==> src/rtl/program_loader.sv <==
// Streams a byte-serial program image into memory as big-endian words,
// then releases the core from reset; residual bytes use half/byte writes.
module program_loader #(
    parameter logic [31:0] BASE_ADDR      = 32'h0000_0000,
    parameter int unsigned MEM_SIZE_BYTES = 65536
) (
    input  logic        clk,
    input  logic        rst,
    input  logic        start,
    input  logic        in_valid,
    input  logic [7:0]  in_data,
    input  logic        in_last,
    output logic        in_ready,
    output logic [31:0] mem_data_addr,
    output logic [31:0] mem_data_wdata,
    output logic [1:0]  mem_data_size,
    output logic        mem_data_we,
    output logic        mem_data_req,
    input  logic        mem_data_ack,
    input  logic [31:0] mem_data_rdata,
    output logic        core_rst,
    output logic        done,
    output logic        error,
    output logic [31:0] byte_count
);

    typedef enum logic [2:0] {
        IDLE, COLLECT, WR_WORD, WR_HALF, WR_BYTE, DONE, ERR
    } state_t;

    localparam logic [32:0] MEM_LIM = 33'(MEM_SIZE_BYTES);

    function automatic logic fits(input logic [31:0] a, input logic [2:0] n);
        return ({1'b0, a} + {30'h0, n}) <= MEM_LIM;
    endfunction

    state_t      state_q, state_d;
    logic [31:0] addr_q, addr_d;
    logic [31:0] wdata_q, wdata_d;
    logic [1:0]  size_q, size_d;
    logic        req_q, req_d;
    logic [23:0] buf_q, buf_d;
    logic [1:0]  cnt_q, cnt_d;
    logic        last_q, last_d;
    logic        pend_q, pend_d;
    logic [7:0]  pend_byte_q, pend_byte_d;
    logic [31:0] byte_count_q, byte_count_d;

    logic        issue;
    logic [2:0]  wr_n;
    state_t      wr_state;
    logic [2:0]  size_bytes;
    logic        unused_rdata;

    assign unused_rdata = ^mem_data_rdata;
    assign size_bytes   = (size_q == 2'b10) ? 3'd4 :
                          (size_q == 2'b01) ? 3'd2 : 3'd1;

    always_comb begin
        state_d      = state_q;
        addr_d       = addr_q;
        wdata_d      = wdata_q;
        size_d       = size_q;
        req_d        = req_q;
        buf_d        = buf_q;
        cnt_d        = cnt_q;
        last_d       = last_q;
        pend_d       = pend_q;
        pend_byte_d  = pend_byte_q;
        byte_count_d = byte_count_q;
        issue        = 1'b0;
        wr_n         = 3'd0;
        wr_state     = ERR;
        unique case (state_q)
            IDLE, DONE, ERR: begin
                if (start) begin
                    state_d      = COLLECT;
                    addr_d       = BASE_ADDR;
                    byte_count_d = '0;
                    cnt_d        = '0;
                    last_d       = 1'b0;
                    pend_d       = 1'b0;
                end
            end
            COLLECT: begin
                if (in_valid) begin
                    cnt_d = cnt_q + 2'd1;
                    case (cnt_q)
                        2'd0: buf_d[23:16] = in_data;
                        2'd1: buf_d[15:8]  = in_data;
                        2'd2: buf_d[7:0]   = in_data;
                        default: begin
                            wdata_d  = {buf_q, in_data};
                            size_d   = 2'b10;
                            wr_n     = 3'd4;
                            wr_state = WR_WORD;
                            issue    = 1'b1;
                            last_d   = in_last;
                        end
                    endcase
                    if (in_last && cnt_q != 2'd3) begin
                        cnt_d    = '0;
                        issue    = 1'b1;
                        size_d   = 2'b01;
                        wr_n     = 3'd2;
                        wr_state = WR_HALF;
                        case (cnt_q)
                            2'd0: begin
                                wdata_d  = {24'h0, in_data};
                                size_d   = 2'b00;
                                wr_n     = 3'd1;
                                wr_state = WR_BYTE;
                            end
                            2'd1: wdata_d = {16'h0, buf_q[23:16], in_data};
                            default: begin
                                // third byte waits for the half write to finish
                                wdata_d     = {16'h0, buf_q[23:8]};
                                pend_d      = 1'b1;
                                pend_byte_d = in_data;
                            end
                        endcase
                    end
                    if (issue) begin
                        if (fits(addr_q, wr_n)) begin
                            state_d = wr_state;
                            req_d   = 1'b1;
                        end else begin
                            state_d = ERR;
                        end
                    end
                end
            end
            WR_WORD, WR_HALF, WR_BYTE: begin
                if (!req_q) begin
                    req_d = 1'b1;
                end else if (mem_data_ack) begin
                    req_d        = 1'b0;
                    addr_d       = addr_q + {29'h0, size_bytes};
                    byte_count_d = byte_count_q + {29'h0, size_bytes};
                    state_d      = DONE;
                    if (state_q == WR_WORD && !last_q) state_d = COLLECT;
                    if (state_q == WR_HALF && pend_q) begin
                        // req stays low one cycle before the trailing byte
                        pend_d  = 1'b0;
                        wdata_d = {24'h0, pend_byte_q};
                        size_d  = 2'b00;
                        state_d = fits(addr_q + 32'd2, 3'd1) ? WR_BYTE : ERR;
                    end
                end
            end
            default: state_d = IDLE;
        endcase
    end

    always_ff @(posedge clk or negedge rst) begin
        if (!rst) begin
            state_q      <= IDLE;
            addr_q       <= '0;
            wdata_q      <= '0;
            size_q       <= '0;
            req_q        <= 1'b0;
            buf_q        <= '0;
            cnt_q        <= '0;
            last_q       <= 1'b0;
            pend_q       <= 1'b0;
            pend_byte_q  <= '0;
            byte_count_q <= '0;
        end else begin
            state_q      <= state_d;
            addr_q       <= addr_d;
            wdata_q      <= wdata_d;
            size_q       <= size_d;
            req_q        <= req_d;
            buf_q        <= buf_d;
            cnt_q        <= cnt_d;
            last_q       <= last_d;
            pend_q       <= pend_d;
            pend_byte_q  <= pend_byte_d;
            byte_count_q <= byte_count_d;
        end
    end

    assign in_ready       = (state_q == COLLECT);
    assign core_rst       = (state_q != DONE);
    assign done           = (state_q == DONE);
    assign error          = (state_q == ERR);
    assign mem_data_req   = req_q;
    assign mem_data_we    = req_q;
    assign mem_data_addr  = addr_q;
    assign mem_data_wdata = wdata_q;
    assign mem_data_size  = size_q;
    assign byte_count     = byte_count_q;

endmodule

==> config.mk <==
export PLATFORM = sky130hd
export DESIGN_NAME = program_loader
export DESIGN_NICKNAME = d
export VERILOG_FILES = /design/src/rtl/program_loader.sv
export SDC_FILE = /design/constraint.sdc
export NUM_CORES = 1
export LEC_CHECK = 0
export CORE_UTILIZATION = 54
export DETAILED_ROUTE_END_ITERATION = 8
export PLACE_DENSITY_LB_ADDON = 0.05
export SLEW_MARGIN = 15
export SYNTH_ARGS = -nofsm -noshare
export SYNTH_HDL_FRONTEND = slang
export SYNTH_SLANG_ARGS = --single-unit
==> constraint.sdc <==
create_clock -name clk -period 4.5 [get_ports clk]
set_input_delay 0.9 -clock clk [delete_from_list [all_inputs] [get_ports clk]]
set_output_delay 0.9 -clock clk [all_outputs]
set_load 0.05 [all_outputs]
* After elaboration in Yosys (flattened, before gate mapping) *
Cells that the tools add are included.

word-level totals
  bits in registers = 138
  bits of input ports = 46
  logic and storage cells = 138
  output and inout bits = 104

cells by class
  bitwise gates (word level) = 1
  muxes and demuxes = 68
  reductions and logical operators = 25
  add/sub/neg operators = 6
  magnitude comparators = 2
  equality and inequality tests = 23

operator list
  operator               count
  $mux 32                11
  $pmux 32 s2            3
  $le 33x17->1 const B   2
  $add 32x3->32          2
  $mux 3                 16
  $add 32x1->33 const B  1
  $add 32x3->33          1
  $add 32x2->32 const B  1
  $pmux 16 s2            1
  $mux 2                 12
  $mux 1                 19
  $ne 2x2->1 const B     8
  $reduce_and 4->1       4
  $reduce_and 3->1       4
  $eq 3x3->1 const B     3
  $pmux 3 s3             1
  $reduce_or 3->1        3
  $pmux 2 s2             2
  $reduce_and 8->1       1
  $eq 3x2->1 const B     2
  $ne 2x1->1 const B     3
  $reduce_and 6->1       1
  $reduce_bool 2->1      3
  $reduce_and 5->1       1
  other kinds (15)       20

* Depth between registers and ports, before layout *
Gate-level depths: netlist of run 1.

  depth in word-level cells = 12
  gate-level depth with buffers = 14
  mapped depth without buffers = 13

* Least setup slack after synthesis of run 1 *
OpenSTA, ideal clock, no wires.

  kind = in2reg
  from = in in_last
  to = reg state_q[2]
  data required time = 4.374 ns
  cell stages on the path = 12
  setup slack = 0.291 ns
  arrival = 4.083 ns
  buffers on the path = 0
  setup time = 0.126 ns
  path through = and2b_1 -> and2_1 -> ha_1 -> nor3b_1 -> o211ai_1 -> a2111oi_0 -> nand2_1 -> xnor2_1 -> or4_1 -> or3_1 -> nor3b_1 -> a221o_1

between the ends
  longest elaborated chain between the ends = 10
  elaborated cells on any way between the ends = 16
  those cells by class = 1 x add/sub; 1 x order compare; 1 x eq/ne; 11 x mux; 2 x reduce/logical

RTL lines
  element                 RTL line  RTL
  start: declaration      12        input logic in_last,
  $logic_and 1x1->1 *     101       if (in_last && cnt_q != 2'd3) begin
  $mux 3                  101
  $mux 3                  86        if (in_valid) begin
  $mux 3                  74        unique case (state_q)
  $add 32x3->33           34        return ({1'b0, a} + {30'h0, n}) <= MEM_LIM;
  $le 33x17->1            34
  $mux 3                  124       if (fits(addr_q, wr_n)) begin
  $mux 3                  123       if (issue) begin
  $mux 3                  86
  $pmux 3 s3              74
  end signal: assignment  169       state_q <= state_d;
  end: declaration        37        state_t state_q, state_d;

Mark *: on every way between the ends. The rest lies on a longest branch, timed or not. The select of a mux whose other input is x is not followed.
A chain may end at the register's enable or synchronous reset.

* Final worst setup path of run 1 *
Ends and elaborated chain as after synthesis.

==> results.yml, run 1 <==
cts:
  cts_resized: 0
  htree_levels: 4
  cts_tree: "yes"
  cts_num_sinks: 138
  clkTransAtPathRegs_ns: 0.07
  cts-hold-fix-buffers: 0
  root_buffer: "clkbuf_16"
  cts_buffers: 17
  post-cts-setup-buffer-count: 0
  worstSkewPairLatency_ns: 0.44
  cts_buffer_depth: 2
power:
  pwr_density_cell_nw_per_um2: 480
  total_power_w: 0.00528
  p_leak_nw: 4.51
  peakVddDrop_mv: 0.348
worst_hold_path:
  min_to: "mem_data_wdata[4]"
  hold_start: "mem_data_wdata[4]"
  hp-class: "flop to flop"
  hold_depth: 2
floorplan:
  die_area_um2: 16900
  die_w_um: 130
  start_util: 0.554
  ios: 150
  die_h_um: 130
  fp-row-count: 46
  core_um2: 15900
synthesis:
  synth_ff_type: "dfrtp_1"
  yosys_warnings: 0
  synth_area_um2: 8840
  ys_seq_area_frac: 0.391
  synth_edf_count: 0
  syn_nets: 1035
  ys_ff_latch: 138
  synth_cells: 969
  synth.distinct_cells: 77
  syn_area_per_cell_um2: 9.12
  synthArstFlopShare: 1.00
drt:
  drt_first_iter_violations: 628
  drt-wirelength-per-cell_um: 17.9
  routed-via-count: 7775
  drcViolationCount: 0
  via_per_inst: 5.93
  dr.pass1.iters: 5
  ant_nets: 0
  wl_um: 23500
cells_and_area:
  fill_cells: 1301
  layout.nets: 1149
  layout-drive-gt1-share: 0.122
  antenna_cells: 0
  multiInputGateArea_um2: 5040
  ff_latch_area_um2: 3450
  layout_common_cells: "138 x dfrtp_1, 116 x clkdlybuf4s50_1, 101 x nor2_1, 76 x nand2_1, 47 x xnor2_1"
  syn_to_final_growth_pct: 24.3
  final_common_cell: "dfrtp_1"
setup_path:
  r2r_slack_ns: 0.41
  worstPathCellList: "clkdlybuf4s50_1, and2b_1, and2_1, ha_1, nor3b_1, o211ai_1, a2111oi_1, buf_4, nand2_1, xnor2_1, or4_1, or3_1, nor3b_1, a221o_1"
  cp-start-kind: "input port"
  cp.arrival_ns: 4.63
  path_buf_inv: 2
  reg2regPathDepth: 14
  end_kind: "flop"
  r2r_start: "cnt_q[0]"
  critPathSlowestCell: "clkdlybuf4s50_1"
  critPathMaxFanout: 6
  cp.required_ns: 4.82
  r2r-end: "state_q[2]"
  path_class: "input port to flop"
  critical-path-top-delay-family: "simple AND/OR/NAND/NOR gates"
  path_common_cell: "nor3b_1"
  max_stage_delay_ns: 0.59
place:
  dp_hpwl_um: 16700
  io_buffers: 117
  place_congestion: 0.945
outcome:
  outcome: "complete, no violations"
timing:
  worst_pin_slew_ns: 0.849
  post-route-period-util: 0.959
  skew_ns: 0.0141
  slew_headroom: 0.434
  rsz0062_at_grt: "no"
  drv_slew: 0
  finalHoldViolCount: 0
  fin_tns_setup_ns: 0
  finalSetupViolations: 0
  clock.fmax_mhz: 232
  min_period_ns: 4.32
global_routing:
  antenna_found_initial: 0
  grt_remaining_overflow: 0
  grt_start_max_net_pins: 88
  grt_pass1_wl_um: 37600
  grt.total_usage: 0.289
  grt_pass1_vias: 7145
flow_run:
  max_cap_viol_count: 0
==> layout make-up <==
cell class / instances / share of cell area
tap: 216 / 0.0246
clock inverter: 14 / 0.0163
timing repair buffer: 156 / 0.135
inverter: 32 / 0.0109
sequential: 138 / 0.314
clock buffer: 18 / 0.0400
multi-input combinational: 738 / 0.459
==> how the worst max path moves through the flow <==
stage / startpoint / endpoint / depth (start not counted)
2_1_floorplan: in_last / state_q[2] / 12
3_3_place_gp: in_last / state_q[2] / 12
3_5_place_dp: in_last / state_q[2] / 13
4_1_cts: in_last / state_q[2] / 13
5_1_grt: in_last / state_q[2] / 14
6_report: in_last / state_q[2] / 14
==> per-layer routing <==
| layer | part of all wire | global-route usage |
|---|---|---|
| met5 | 0 | 0 |
| met4 | 0.016 | 0.0944 |
| met3 | 0.063 | 0.0603 |
| met2 | 0.44 | 0.425 |
| met1 | 0.48 | 0.424 |
==> worst reg2reg max path: cells and delay by family, from the launching register on <==
| kind | cells | cell delay, ns |
|---|---|---|
| DFF | 1 | 0.44 |
| AOI/OAI and AO/OA | 3 | 0.97 |
| xor gates and xnor gates | 1 | 0.14 |
| and+or+nand+nor | 7 | 1.66 |
| adders and majority gates | 2 | 0.59 |
| buffers and inverters | 1 | 0.18 |
==> registers in the layout, indices dropped and copies added, names as in the netlist <==
register        cells
byte_count         32
mem_data_size       2
pend_byte_q         8
state_q             3
pend_q              1
last_q              1
mem_data_addr      32
cnt_q               2
mem_data_req        1
mem_data_wdata     32
buf_q              24
==> kinds of logic after synthesis <==
| logic type | share of synthesized area |
|---|---|
| mux | 0.0593 |
| compound gates | 0.142 |
| fa+ha+maj | 0.0300 |
| xor+xnor | 0.0947 |
| flops | 0.391 |
| buf+inv | 0.0435 |
| simple gates | 0.240 |
==> through the flow <==
stage | cell area (um2) | std cells | utilization | setup WS (ns) | hold WS [ns]
2_1_floorplan | 8840 | 969 | - | 0.291 | 0.472
6_report | 11000 | 1312 | 0.689 | 0.182 | 0.481
5_1_grt | 11000 | 1312 | 0.689 | 0.00966 | 0.526
3_3_place_gp | 10300 | 1280 | 0.649 | -0.165 | 0.464
4_1_cts | 11000 | 1312 | 0.688 | 0.221 | 0.486
3_5_place_dp | 10300 | 1280 | 0.649 | -0.208 | 0.472
==> synthesized netlist by cell type, types with 3 or more instances <==
cell | n | area [um2]
nand2_1 | 76 | 285
or2_2 | 4 | 25.0
a2111oi_0 | 6 | 52.6
o21a_1 | 6 | 45.0
xnor2_1 | 47 | 412
nor2b_1 | 8 | 50.1
a21oi_1 | 34 | 170
a222oi_1 | 10 | 100
buf_2 | 13 | 65.1
a211o_1 | 3 | 26.3
ha_1 | 18 | 225
and3_1 | 12 | 75.1
and4_1 | 12 | 105
nor4_1 | 13 | 81.3
nand4_1 | 32 | 200
dfrtp_1 | 138 | 3450
mux2i_1 | 13 | 130
nor3_1 | 24 | 120
a211oi_1 | 9 | 67.6
nor2_1 | 102 | 383
o211ai_1 | 4 | 30.0
and2_1 | 11 | 68.8
mux2_2 | 35 | 394
or3_1 | 23 | 144
clkbuf_1 | 36 | 135
buf_4 | 5 | 37.5
o41ai_1 | 3 | 26.3
xor2_1 | 46 | 403
a31oi_1 | 12 | 75.1
a21o_1 | 6 | 45.0
nor4_2 | 3 | 37.5
or4_1 | 5 | 37.5
nand2b_1 | 5 | 31.3
o21ai_0 | 38 | 190
o31a_1 | 3 | 26.3
nor3b_1 | 5 | 37.5
or3b_1 | 3 | 26.3
inv_1 | 31 | 116
buf_1 | 7 | 26.3
a22o_1 | 22 | 193
nand3_1 | 43 | 215
==> report_power, final <==
part	leakage [nW]	switching, W	internal, W
logic	2.39	0.00122	0.000763
clock network	0.301	0.000624	0.000856
registers	1.83	0.000273	0.00154
Note: power is estimated with default switching activity, not from simulation.
==> run 2: changes to the inputs <==
- CELL_PAD_IN_SITES_DETAIL_PLACEMENT: unset -> 2
- CELL_PAD_IN_SITES_GLOBAL_PLACEMENT: unset -> 2
- CORE_UTILIZATION: 54 -> 33
==> run 2 against run 1 <==
The run now ends with DRC left. Total power rose by 0.80%. Via count rose by 5.1%. Register-to-register slack got worse by 0.08 ns. Non-clock buffer count rose by 15. Clock-buffer cell count fell by 1. Global-route usage fell by 4.8 points. Largest cell class unchanged. Worst setup slack got worse by 0.028 ns. Worst hold slack improved by 0.0069 ns. Largest power group unchanged. Critical path type unchanged. Flip-flop and latch count did not move. Critical path depth fell by 1.
==> results.yml, run 2 (synthesis results as in run 1) <==
global_routing:
  grt_start_max_net_pins: 94
  grt_pass1_vias: 8822
  grt.total_usage: 0.241
  grt_remaining_overflow: 0
  grt_pass1_wl_um: 51700
  antenna_found_initial: 1
cells_and_area:
  postLayoutCoreUtil: 0.429
  instances_no_fill: 1447
  final_common_cell: "dfrtp_1"
  layout_common_cells: "138 x dfrtp_1, 116 x clkdlybuf4s50_1, 101 x nor2_1, 76 x nand2_1, 53 x buf_4"
  syn_to_final_growth_pct: 26.8
  layout.nets: 1164
  layout-drive-gt1-share: 0.133
place:
  place_congestion: 0.835
  place_ws_ns: -0.272
  place_inst: 1414
  io_buffers: 117
  dp_hpwl_um: 23100
cts:
  root_buffer: "clkbuf_16"
  cts_num_sinks: 138
  clkTransAtPathRegs_ns: 0.07
  htree_levels: 4
  cts_buffers: 17
  cts-hold-fix-buffers: 0
  cts_buffer_depth: 2
  cts_tree: "yes"
  worstSkewPairLatency_ns: 0.44
timing:
  finalHoldViolCount: 0
  slew_headroom: 0.375
  worst_pin_slew_ns: 0.937
  min_period_ns: 4.35
  fin_tns_setup_ns: 0
  holdWs_ns: 0.488
  finalSetupViolations: 0
  clock.fmax_mhz: 230
  rsz0062_at_grt: "no"
  worst_slack_ns: 0.154
  drv_slew: 0
  skew_ns: 0.0129
  post-route-period-util: 0.966
outcome:
  violations: "DRC"
  outcome: "finished with violations"
flow_run:
  max_cap_viol_count: 0
drt:
  wl_um: 31900
  drt_first_iter_violations: 443
  dr.max_layer_used: "met4"
  dr.pass1.iters: 7
  via_per_inst: 5.65
  drt-wirelength-per-cell_um: 22.0
  drcViolationCount: 20
  met2WireLength_um: 14900
  ant_nets: 0
  met1_length_um: 15300
  routed-via-count: 8169
  wl_met3_um: 1140
power:
  p_leak_nw: 4.57
  power_frac_comb: 0.392
  p_int_w: 0.00305
  pwr-share-clk: 0.268
  pwr_density_cell_nw_per_um2: 475
  p_sw_frac: 0.427
  peakVddDrop_mv: 0.249
  p_seq_frac: 0.340
  p_switching_w: 0.00227
floorplan:
  core_um2: 26100
  die_w_um: 166
  die_h_um: 166
  start_util: 0.338
  fp-row-count: 59
  ios: 150
  die_area_um2: 27400
worst_hold_path:
  hold_depth: 2
  hp-class: "flop to flop"
setup_path:
  end_kind: "flop"
  max_stage_delay_ns: 0.55
  path_class: "input port to flop"
  critPathMaxFanout: 5
  reg2regPathDepth: 13
  critPathSlowestCell: "clkdlybuf4s50_1"
  cp-start-kind: "input port"
  path_common_cell: "nor3b_1"
  cp.arrival_ns: 4.66
  r2r_slack_ns: 0.33
  cp.required_ns: 4.81
  worstPathCellList: "clkdlybuf4s50_1, or3b_1, xnor2_1, ha_1, o31ai_4, nor4_2, buf_4, nor3b_1, nor4_1, nand4_1, or3_1, nor3b_1, a221o_1"
run 2: cell types whose count changed in the layout (fill, tap and decap cells not counted), moves of 2 or more:
| cell | change |
|---|---|
| a2111oi_0 | +2 |
| a2111oi_1 | -3 |
| buf_4 | +15 |
| bufinv_16 | -2 |
| clkinv_4 | -2 |
| inv_6 | +2 |
run 2: metrics by stage:
step                      area [um2]  total power [W]
final                          11200          0.00532
after global routing           11200          0.00561
after CTS                      11200          0.00540
after detailed placement       10600          0.00393
after global placement         10600          0.00387
after floorplan                 8840          0.00316
run 2: layer usage:
metal / vias up / global-route usage
met4: 0 / 0.0666
met2: 138 / 0.392
met3: 28 / 0.0346
met5: - / 0
li1: 3750 / -
met1: 4253 / 0.333
run 2: cell type report:
| type | instances | area [um2] |
|---|---|---|
| Inverter | 32 | 120 |
| Multi-Input combinational cell | 738 | 5040 |
| Sequential cell | 138 | 3450 |
| Fill cell | 2899 | 14900 |
| Tap cell | 335 | 419 |
| Clock buffer | 17 | 425 |
| Antenna cell | 1 | 2.50 |
| Clock inverter | 15 | 148 |
| Timing Repair Buffer | 171 | 1590 |
run 2: what timing repair did:
item                                    in CTS  in global routing
buffers inserted                             0                  0
endpoints found under the setup margin       0                  2
gates resized for setup                      0                  2
run 2: worst max-delay path: cells and delay by family:
kind | cells | cell delay, ns
xor+xnor | 1 | 0.19
fa+ha+maj | 1 | 0.27
compound gates | 2 | 0.42
buf+inv | 2 | 0.73
simple gates | 7 | 2.15
run 2: final timing paths:
check                                          to               from
worst min register to register  mem_data_wdata[1]  mem_data_wdata[1]
max in group asynchronous          pend_byte_q[6]                rst
worst max-delay path                   state_q[2]            in_last
worst max register to register         state_q[2]           cnt_q[0]
min in group asynchronous          byte_count[29]                rst
worst min-delay path            mem_data_wdata[1]  mem_data_wdata[1]
run 2: power by group through the flow:
stage / logic (W) / clock network, W / registers [W]
after floorplan: 0.000978 / 0 / 0.00218
after global placement: 0.00205 / 0 / 0.00182
after detailed placement: 0.00210 / 0 / 0.00183
after CTS: 0.00211 / 0.00147 / 0.00182
after global routing: 0.00224 / 0.00151 / 0.00185
final: 0.00208 / 0.00142 / 0.00181
==> run 3: changes to the inputs <==
- CORE_UTILIZATION: 33 -> 39
- DONT_BUFFER_PORTS: unset -> 1
==> run 3 against run 2 <==
The run still ends with DRC left. Flip-flop and latch count unchanged. Clock skew up 0.0071 ns. Maximum frequency shrank 1.2%. Largest cell class unchanged. Largest power group is now sequential cells.
==> results.yml, run 3 (synthesis results as in run 1) <==
outcome:
  outcome: "finished with violations"
  violations: "DRC"
setup_path:
  critPathSlowestCell: "a2111oi_0"
  cp.required_ns: 4.86
  end_kind: "flop"
  worstPathCellList: "ha_1, and2b_1, and2_1, ha_1, nor3b_1, o211ai_1, a2111oi_0, xor2_1, nor4_1, nand4_1, or3_1, nor4_1, o221a_1"
  max_stage_delay_ns: 0.53
  cp-start-kind: "flop"
  path_class: "flop to flop"
  cp.arrival_ns: 4.76
  critPathMaxFanout: 9
cts:
  root_buffer: "clkbuf_16"
  post-cts-setup-buffer-count: 0
  htree_levels: 4
  cts_num_sinks: 138
  clkTransAtPathRegs_ns: 0.07
  cts_buffer_depth: 2
  cts_resized: 0
  cts_buffers: 17
  cts-hold-fix-buffers: 0
  cts_tree: "yes"
  worstSkewPairLatency_ns: 0.44
floorplan:
  fp-row-count: 54
  die_area_um2: 23300
  die_h_um: 153
  ios: 150
  die_w_um: 153
  core_um2: 22000
  start_util: 0.401
power:
  peakVddDrop_mv: 0.266
  p_sw_frac: 0.441
  p_switching_w: 0.00220
  pwr-share-clk: 0.283
  total_power_w: 0.00500
  pwr_density_cell_nw_per_um2: 504
  p_leak_nw: 4.14
  p_int_w: 0.00280
  power_frac_comb: 0.273
  p_seq_frac: 0.444
timing:
  worst_pin_slew_ns: 1.28
  fin_tns_setup_ns: 0
  drv_slew: 0
  slew_headroom: 0.144
  finalHoldViolCount: 0
  skew_ns: 0.0200
  min_period_ns: 4.40
  post-route-period-util: 0.978
  clock.fmax_mhz: 227
  finalSetupViolations: 0
global_routing:
  grt_pass1_vias: 8571
  grt.total_usage: 0.274
  grt_start_max_net_pins: 139
  grt_remaining_overflow: 0
  gr-max-usage-layer: "met2"
  gr-usage-met2: 0.463
  antenna_found_initial: 0
  grtUsageMet1: 0.360
  met3_usage: 0.0543
  grt_pass1_wl_um: 49700
cells_and_area:
  antenna_cells: 0
  final_common_cell: "dfrtp_1"
  fill_cells: 2361
  syn_to_final_growth_pct: 12.3
  instances_no_fill: 1271
  layout_common_cells: "138 x dfrtp_1, 101 x nor2_1, 76 x nand2_1, 51 x buf_4, 47 x xnor2_1"
  layout.nets: 1044
  layout-drive-gt1-share: 0.145
drt:
  drt-wirelength-per-cell_um: 24.4
  ant_nets: 0
  drcViolationCount: 5
  wl_um: 31000
  dr.pass1.iters: 9
  routed-via-count: 7694
  via_per_inst: 6.05
  drt_first_iter_violations: 439
place:
  io_buffers: 0
  place_inst: 1239
  place_congestion: 0.845
  dp_hpwl_um: 22700
flow_run:
  max_cap_viol_count: 0
worst_hold_path:
  hp-class: "input port to async pin"
## run 3: through the flow
step | area (um2) | utilization | hold WS, ns | setup WS [ns]
after floorplan | 8840 | - | 0.472 | 0.291
after global placement | 9330 | 0.424 | 0.481 | 0.208
after global routing | 9920 | 0.450 | 0.135 | -0.0619
after detailed placement | 9330 | 0.424 | 0.500 | 0.0758
after CTS | 9910 | 0.450 | 0.137 | 0.0668
final | 9920 | 0.450 | 0.155 | 0.100
## run 3: worst max-delay path, delay by kind of cell, from the launching register on
| family | cells | cell delay [ns] |
|---|---|---|
| xor+xnor | 1 | 0.14 |
| simple gates | 7 | 2.10 |
| fa+ha+maj | 2 | 0.61 |
| flops | 1 | 0.45 |
| compound gates | 3 | 1.03 |
## run 3: final cells by class
cell class | instances | area [um2] | area share
Multi-Input combinational cell | 738 | 5040 | 0.508
Timing Repair Buffer | 51 | 383 | 0.0386
Sequential cell | 138 | 3450 | 0.348
Clock inverter | 15 | 148 | 0.0149
Clock buffer | 17 | 425 | 0.0429
Tap cell | 280 | 350 | 0.0353
Inverter | 32 | 120 | 0.0121
## run 3: worst paths after layout
kind / start / cells past startpoint / endpoint / slack, ns
hold reg to reg: buf_q[6] / 1 / buf_q[6] / 0.51
max in group asynchronous: rst / 0 / mem_data_req / 4.07
setup reg to reg: cnt_q[0] / 13 / state_q[0] / 0.10
hold / removal: rst / 0 / byte_count[23] / 0.16
setup / recovery: cnt_q[0] / 13 / state_q[0] / 0.10
min in group clk: buf_q[6] / 1 / buf_q[6] / 0.51
## run 3: per-layer routing
| metal | vias to the layer above | routed length [um] |
|---|---|---|
| met5 | - | 0 |
| met4 | 0 | 408 |
| met3 | 27 | 1510 |
| met2 | 162 | 15100 |
| met1 | 3998 | 14000 |
| li1 | 3507 | - |
## run 3: power by group through the flow
stage,clock (W),combinational (W),sequential [W]
after floorplan,0,0.000978,0.00218
after global placement,0,0.00128,0.00221
after detailed placement,0,0.00136,0.00225
after CTS,0.00144,0.00137,0.00222
after global routing,0.00149,0.00149,0.00227
final,0.00141,0.00136,0.00222
